`src/rtl/exe_stage_mc.sv`:
```
// exe_stage_mc: forwarding, single-cycle ALU, branch resolution and iterative mul/div.
module exe_stage_mc #(
    parameter int WIDTH = 16,
    parameter int SHW = 4
) (
    input  logic             clk,
    input  logic             rst,
    input  logic             in_valid,
    output logic             in_ready,
    input  logic             flush,
    input  logic [WIDTH-1:0] rdata1,
    input  logic [WIDTH-1:0] rdata2,
    input  logic [WIDTH-1:0] imme,
    input  logic [WIDTH-1:0] pc,
    input  logic [3:0]       alu_op,
    input  logic             src_b,
    input  logic [1:0]       fwd_a,
    input  logic [1:0]       fwd_b,
    input  logic [1:0]       fwd_w,
    input  logic [WIDTH-1:0] alu_back,
    input  logic [WIDTH-1:0] wb_data,
    input  logic             br_en,
    input  logic [1:0]       jorb,
    output logic             out_valid,
    output logic [WIDTH-1:0] alu_res,
    output logic [WIDTH-1:0] wdata,
    output logic [WIDTH-1:0] new_pc,
    output logic             redirect
);
    typedef enum logic {IDLE, BUSY} state_t;
    state_t state, state_n;
    logic [SHW-1:0] cnt;
    logic [1:0] mop;
    logic [WIDTH-1:0] a, b, w, res, npc, acc, ra, rb, acc_n, ra_n, rb_n, mres, w_l, npc_l, diff;
    logic [WIDTH:0] tmp;
    logic taken, accept, multi, ge;

    function automatic logic [WIDTH-1:0] fwd(input logic [1:0] s, input logic [WIDTH-1:0] v);
        return s == 2'd0 ? v : s == 2'd1 ? alu_back : s == 2'd2 ? wb_data : '0;
    endfunction

    assign in_ready = state == IDLE;
    assign accept = in_valid & in_ready & ~flush;
    assign multi = alu_op[3:2] == 2'b11 && alu_op != 4'hf;
    assign a = fwd(fwd_a, rdata1);
    assign b = fwd(fwd_b, src_b ? imme : rdata2);
    assign w = fwd(fwd_w, rdata2);
    assign taken = br_en && (jorb[1] ? ((a == '0) ^ jorb[0]) : 1'b1);
    assign npc = taken ? (jorb == 2'b01 ? a : pc + imme) : pc + WIDTH'(1);

    always_comb begin
        res = '0;
        case (alu_op)
            4'h0: res = a + b;
            4'h1: res = a - b;
            4'h2: res = a & b;
            4'h3: res = a | b;
            4'h4: res = -a;
            4'h5: res = ~a;
            4'h6: res = a << b[SHW-1:0];
            4'h7: res = a >> b[SHW-1:0];
            4'h8: res = $signed(a) >>> b[SHW-1:0];
            4'h9: res = {{(WIDTH-1){1'b0}}, $signed(a) < $signed(b)};
            4'ha: res = {{(WIDTH-1){1'b0}}, a != b};
            4'hb: res = pc;
            default: res = '0;
        endcase
    end

    // mop 00 is shift-add multiply (acc/ra/rb = sum/multiplicand/multiplier);
    // otherwise restoring divide (acc/ra/rb = remainder/quotient/divisor)
    always_comb begin
        tmp = {acc, ra[WIDTH-1]};
        ge = tmp >= {1'b0, rb};
        diff = tmp[WIDTH-1:0] - rb;
        acc_n = mop == 2'd0 ? acc + (rb[0] ? ra : '0) : ge ? diff : tmp[WIDTH-1:0];
        ra_n = mop == 2'd0 ? ra << 1 : {ra[WIDTH-2:0], ge};
        rb_n = mop == 2'd0 ? rb >> 1 : rb;
        mres = mop == 2'd1 ? ra_n : acc_n;
    end

    always_comb begin
        state_n = state;
        if (state == IDLE && accept && multi) state_n = BUSY;
        if (state == BUSY && (flush || cnt == '0)) state_n = IDLE;
    end

    always_ff @(posedge clk or posedge rst) begin
        if (rst) begin
            state <= IDLE;
            cnt <= '0;
            mop <= '0;
            acc <= '0;
            ra <= '0;
            rb <= '0;
            w_l <= '0;
            npc_l <= '0;
            out_valid <= 1'b0;
            alu_res <= '0;
            wdata <= '0;
            new_pc <= '0;
            redirect <= 1'b0;
        end else begin
            state <= state_n;
            out_valid <= 1'b0;
            if (state == IDLE && accept && multi) begin
                cnt <= SHW'(WIDTH - 1);
                mop <= alu_op[1:0];
                acc <= '0;
                ra <= a;
                rb <= b;
                w_l <= w;
                npc_l <= pc + WIDTH'(1);
            end else if (state == IDLE && accept) begin
                out_valid <= 1'b1;
                alu_res <= res;
                wdata <= w;
                new_pc <= npc;
                redirect <= taken;
            end else if (state == BUSY && !flush) begin
                acc <= acc_n;
                ra <= ra_n;
                rb <= rb_n;
                cnt <= cnt - SHW'(1);
                if (cnt == '0) begin
                    out_valid <= 1'b1;
                    alu_res <= mres;
                    wdata <= w_l;
                    new_pc <= npc_l;
                    redirect <= 1'b0;
                end
            end
        end
    end
endmodule

```
`config.mk`:
```
export PLATFORM = sky130hd
export DESIGN_NAME = exe_stage_mc
export DESIGN_NICKNAME = d
export VERILOG_FILES = /design/src/rtl/exe_stage_mc.sv
export SDC_FILE = /design/constraint.sdc
export NUM_CORES = 1
export LEC_CHECK = 0
export ABC_AREA = 1
export CORE_ASPECT_RATIO = 1.4
export CORE_MARGIN = 3
export CORE_UTILIZATION = 30
export CTS_BUF_LIST = sky130_fd_sc_hd__clkbuf_16
export CTS_CLUSTER_DIAMETER = 200
export DETAILED_ROUTE_END_ITERATION = 16
export PLACE_DENSITY = 0.57
export RECOVER_POWER = 100
export SYNTH_ARGS = -nofsm -noshare
export SYNTH_HDL_FRONTEND = slang
export SYNTH_SLANG_ARGS = --single-unit
```
`constraint.sdc`:
```
create_clock -name clk -period 5.68 [get_ports clk]
set_clock_uncertainty 0.15 [all_clocks]
set_input_delay 1.136 -clock clk [delete_from_list [all_inputs] [get_ports clk]]
set_output_delay 1.136 -clock clk [all_outputs]
set_load 0.05 [all_outputs]
```
==> results.sh <==
export IMPL_synth_edf_count=0
export IMPL_viasPerCell=5.52
export IMPL_die_x_um=197
export IMPL_whs_path_depth=2
export IMPL_yosysTopAreaCellShare=0.224
export IMPL_synth_cells=2565
export IMPL_grt_pass1_vias=17900
export IMPL_path_clk_slew_ps=70
export IMPL_place_gp_congestion=1.01
export IMPL_seqPwrFrac=0.228
export IMPL_dieHeight_um=273
export IMPL_syn_area_mm2=0.0153
export IMPL_finalHoldViolCount=0
export IMPL_post_cts_buffers=0
export IMPL_avgSynthCellArea_um2=5.97
export IMPL_synth_top_cells_by_count="nand2_1 (835), nand3_1 (298), inv_1 (251), nor2_1 (208), a21oi_1 (190)"
export IMPL_worstRegToRegCells=12
export IMPL_hp_class="reg2reg"
export IMPL_crit_fanout=13
export IMPL_cts_hold_buffers=0
export IMPL_drive_gt1_frac=0.0525
export IMPL_vias=18600
export IMPL_grt_pass1_wl_um=115000
export IMPL_crit_type="in2reg"
export IMPL_cts_made_buffers=17
export IMPL_worstMarginPinSlew_ps=3160
export IMPL_ys_types=51
export IMPL_start_util=0.305
export IMPL_route_met3_wl_um=4440
export IMPL_r2r_slack_ps=1430
export IMPL_antenna_found_initial=1
export IMPL_vdd_drop_max_mv=0.200
export IMPL_hp_start="alu_res[0]"
export IMPL_synth_most_common_cell="nand2_1"
export IMPL_cts_root_buf="clkbuf_16"
export IMPL_crit_top_cell="nand2_1"
export IMPL_rows=97
export IMPL_rsz0062_at_grt="false"
export IMPL_clock_sinks=137
export IMPL_fin_cells=3366
export IMPL_syn_to_final_growth_pct=19.9
export IMPL_critPathLaunch="fwd_a[1]"
export IMPL_hpwl_um=63900
export IMPL_drt_first_pass_iters=6
export IMPL_failed_checks="max-capacitance violations, max-slew violations"
export IMPL_finalSetupViolCount=0
export IMPL_ant_nets=0
export IMPL_dr_wl_met2_um=38500
export IMPL_reg2reg_to="cnt[3]"
export IMPL_core_mm2=0.0502
export IMPL_grt_util_all_layers=0.284
export IMPL_drv_max_cap_violation_count=2
export IMPL_slew_headroom=-1.11
export IMPL_r2r_start="state"
export IMPL_power_density_mw_per_mm2=386
export IMPL_grt_max_degree=78
export IMPL_yosysWarningCount=0
export IMPL_swShare=0.540
export IMPL_p_sw_uw=3830
export IMPL_async_flop_share=1.00
export IMPL_critPathArrivalTime_ps=5400
export IMPL_fin_tns_setup_ps=0
export IMPL_max_stage_delay_ps=760
export IMPL_dp_cells=3334
export IMPL_synthTopCellsByArea="dfrtp_1 (22%), nand2_1 (20%), nand3_1 (9.7%)"
export IMPL_htreeDepth=4
export IMPL_clk_insertion_delay_late_ps=440
export IMPL_worstPathRequired_ps=5860
export IMPL_leakagePower_uw=0.00928
export IMPL_power_uw=7090
export IMPL_synth_fp_nets=2787
export IMPL_internal_power_uw=3260
export IMPL_ctsLongestPathBuffers=2
export IMPL_synth_top_area_cell="dfrtp_1"
export IMPL_drt_iter0_markers=1679
export IMPL_top_layer="met5"
export IMPL_cts_repair_resized=0
export IMPL_status="complete, but fails checks"
export IMPL_yosysSeqAreaShare=0.224
export IMPL_drt_total_wl_um=78200
export IMPL_ys_seq_elements=137
export IMPL_num_antenna_cells=0
export IMPL_finalCritPeriodShare=0.919
export IMPL_die_area_mm2=0.0538
export IMPL_wl_met1_um=30300
export IMPL_hold_end="alu_res[0]"
export IMPL_port_buffers=164
export IMPL_ys_flop_type="dfrtp_1"
export IMPL_p_clk_frac=0.159
export IMPL_period_needed_ps=5220
export IMPL_grt_remaining_overflow=0
export IMPL_critPathCaptureType="flip-flop"
export IMPL_slowest_stage="clkdlybuf4s50_1"
export IMPL_ios=165
export IMPL_cts_tree="yes"
export IMPL_layout_nets=2932
export IMPL_cp_start_kind="input port"
export IMPL_drc=0
export IMPL_worstPathCellList="clkdlybuf4s50_1 -> inv_4 -> nand2_1 -> nor2_1 -> nor2_4 -> inv_1 -> ha_1 -> nor2_1 -> inv_1 -> nor2_1 -> nand4_1 -> nand3_1 -> nand2_1 -> nand3_1 -> nand2_1 -> nor2_1 -> nand4_1 -> nand2_1 -> nand2_1 -> nand2_1 -> nand2_1"
export IMPL_slew_viol_final=113
export IMPL_max_freq_mhz=192
export IMPL_pwr_share_comb=0.613
export IMPL_post_drt_wl_per_cell_um=23.2
export IMPL_fillerInstances=5602
## worst max-delay path, delay by kind of cell
family	cells	cell delay [ps]
adder cells (fa/ha/maj)	1	450
buffers and inverters	4	1250
AND/OR/NAND/NOR	16	2540
## layer usage
metal  up-vias  global-route usage
met2       812               0.501
met1      8800               0.334
li1       8738                   -
met4         2               0.153
met5         -                   0
met3       241              0.0374
## how the worst max path moves through the flow
stage                        to  slack [ps]  cells past startpoint
floorplan                acc[0]         730                      1
global placement    alu_res[10]         130                     21
detailed placement  alu_res[10]         150                     21
CTS                 alu_res[10]         600                     21
global route        alu_res[10]         130                     21
finish              alu_res[10]         460                     21
## flip-flops by register name (all words and copies together) (netlist names)
| register | cells |
|---|---|
| acc | 16 |
| alu_res | 16 |
| cnt | 4 |
| mop | 2 |
| new_pc | 16 |
| npc_l | 16 |
| out_valid | 1 |
| ra | 16 |
| rb | 16 |
| redirect | 1 |
| state | 1 |
| w_l | 16 |
| wdata | 16 |
## metrics by stage
step | utilization | area [um2] | setup WS (ps) | hold WS, ps
detailed placement | 0.355 | 17800 | 153 | 316
global route | 0.366 | 18400 | 131 | 355
floorplan | - | 15300 | 726 | 299
CTS | 0.366 | 18400 | 597 | 336
global placement | 0.355 | 17800 | 125 | 314
finish | 0.366 | 18400 | 459 | 327
## power by group through the flow
stage | Combinational (uW) | Sequential, uW | Clock, uW
CTS | 4350 | 1610 | 1140
global route | 4750 | 1640 | 1180
floorplan | 2500 | 1850 | 0
detailed placement | 4330 | 1630 | 0
global placement | 4330 | 1620 | 0
finish | 4350 | 1610 | 1130
## layout by cell type (no fill, tap or decap), types with 57 or more instances in the layout
| cell type | synthesis | layout |
|---|---|---|
| nor2_1 | 208 | 209 |
| inv_1 | 251 | 251 |
| a21oi_1 | 190 | 190 |
| nand2_1 | 835 | 835 |
| clkdlybuf4s50_1 | 0 | 112 |
| dfrtp_1 | 137 | 137 |
| buf_4 | 1 | 57 |
| ha_1 | 104 | 104 |
| o21ai_0 | 173 | 173 |
| nand3_1 | 298 | 297 |
## kinds of logic (layout without fill, tap and decap cells)
logic type / Yosys count / in the layout / synth area share
xor+xnor: 36 / 36 / 0.0206
flops: 137 / 137 / 0.224
fa+ha+maj: 108 / 108 / 0.0902
simple gates: 1442 / 1442 / 0.398
compound gates: 482 / 482 / 0.176
buf+inv: 360 / 518 / 0.0923
## layout make-up
class	count	area, um2	area share
sequential	137	3430	0.187
clock inverter	15	159	0.00865
clock buffer	17	425	0.0232
inverter	258	971	0.0529
multi-input combinational	2068	10500	0.570
tap	643	805	0.0438
timing repair buffer	228	2100	0.114
(Power assumes the default switching activity.)
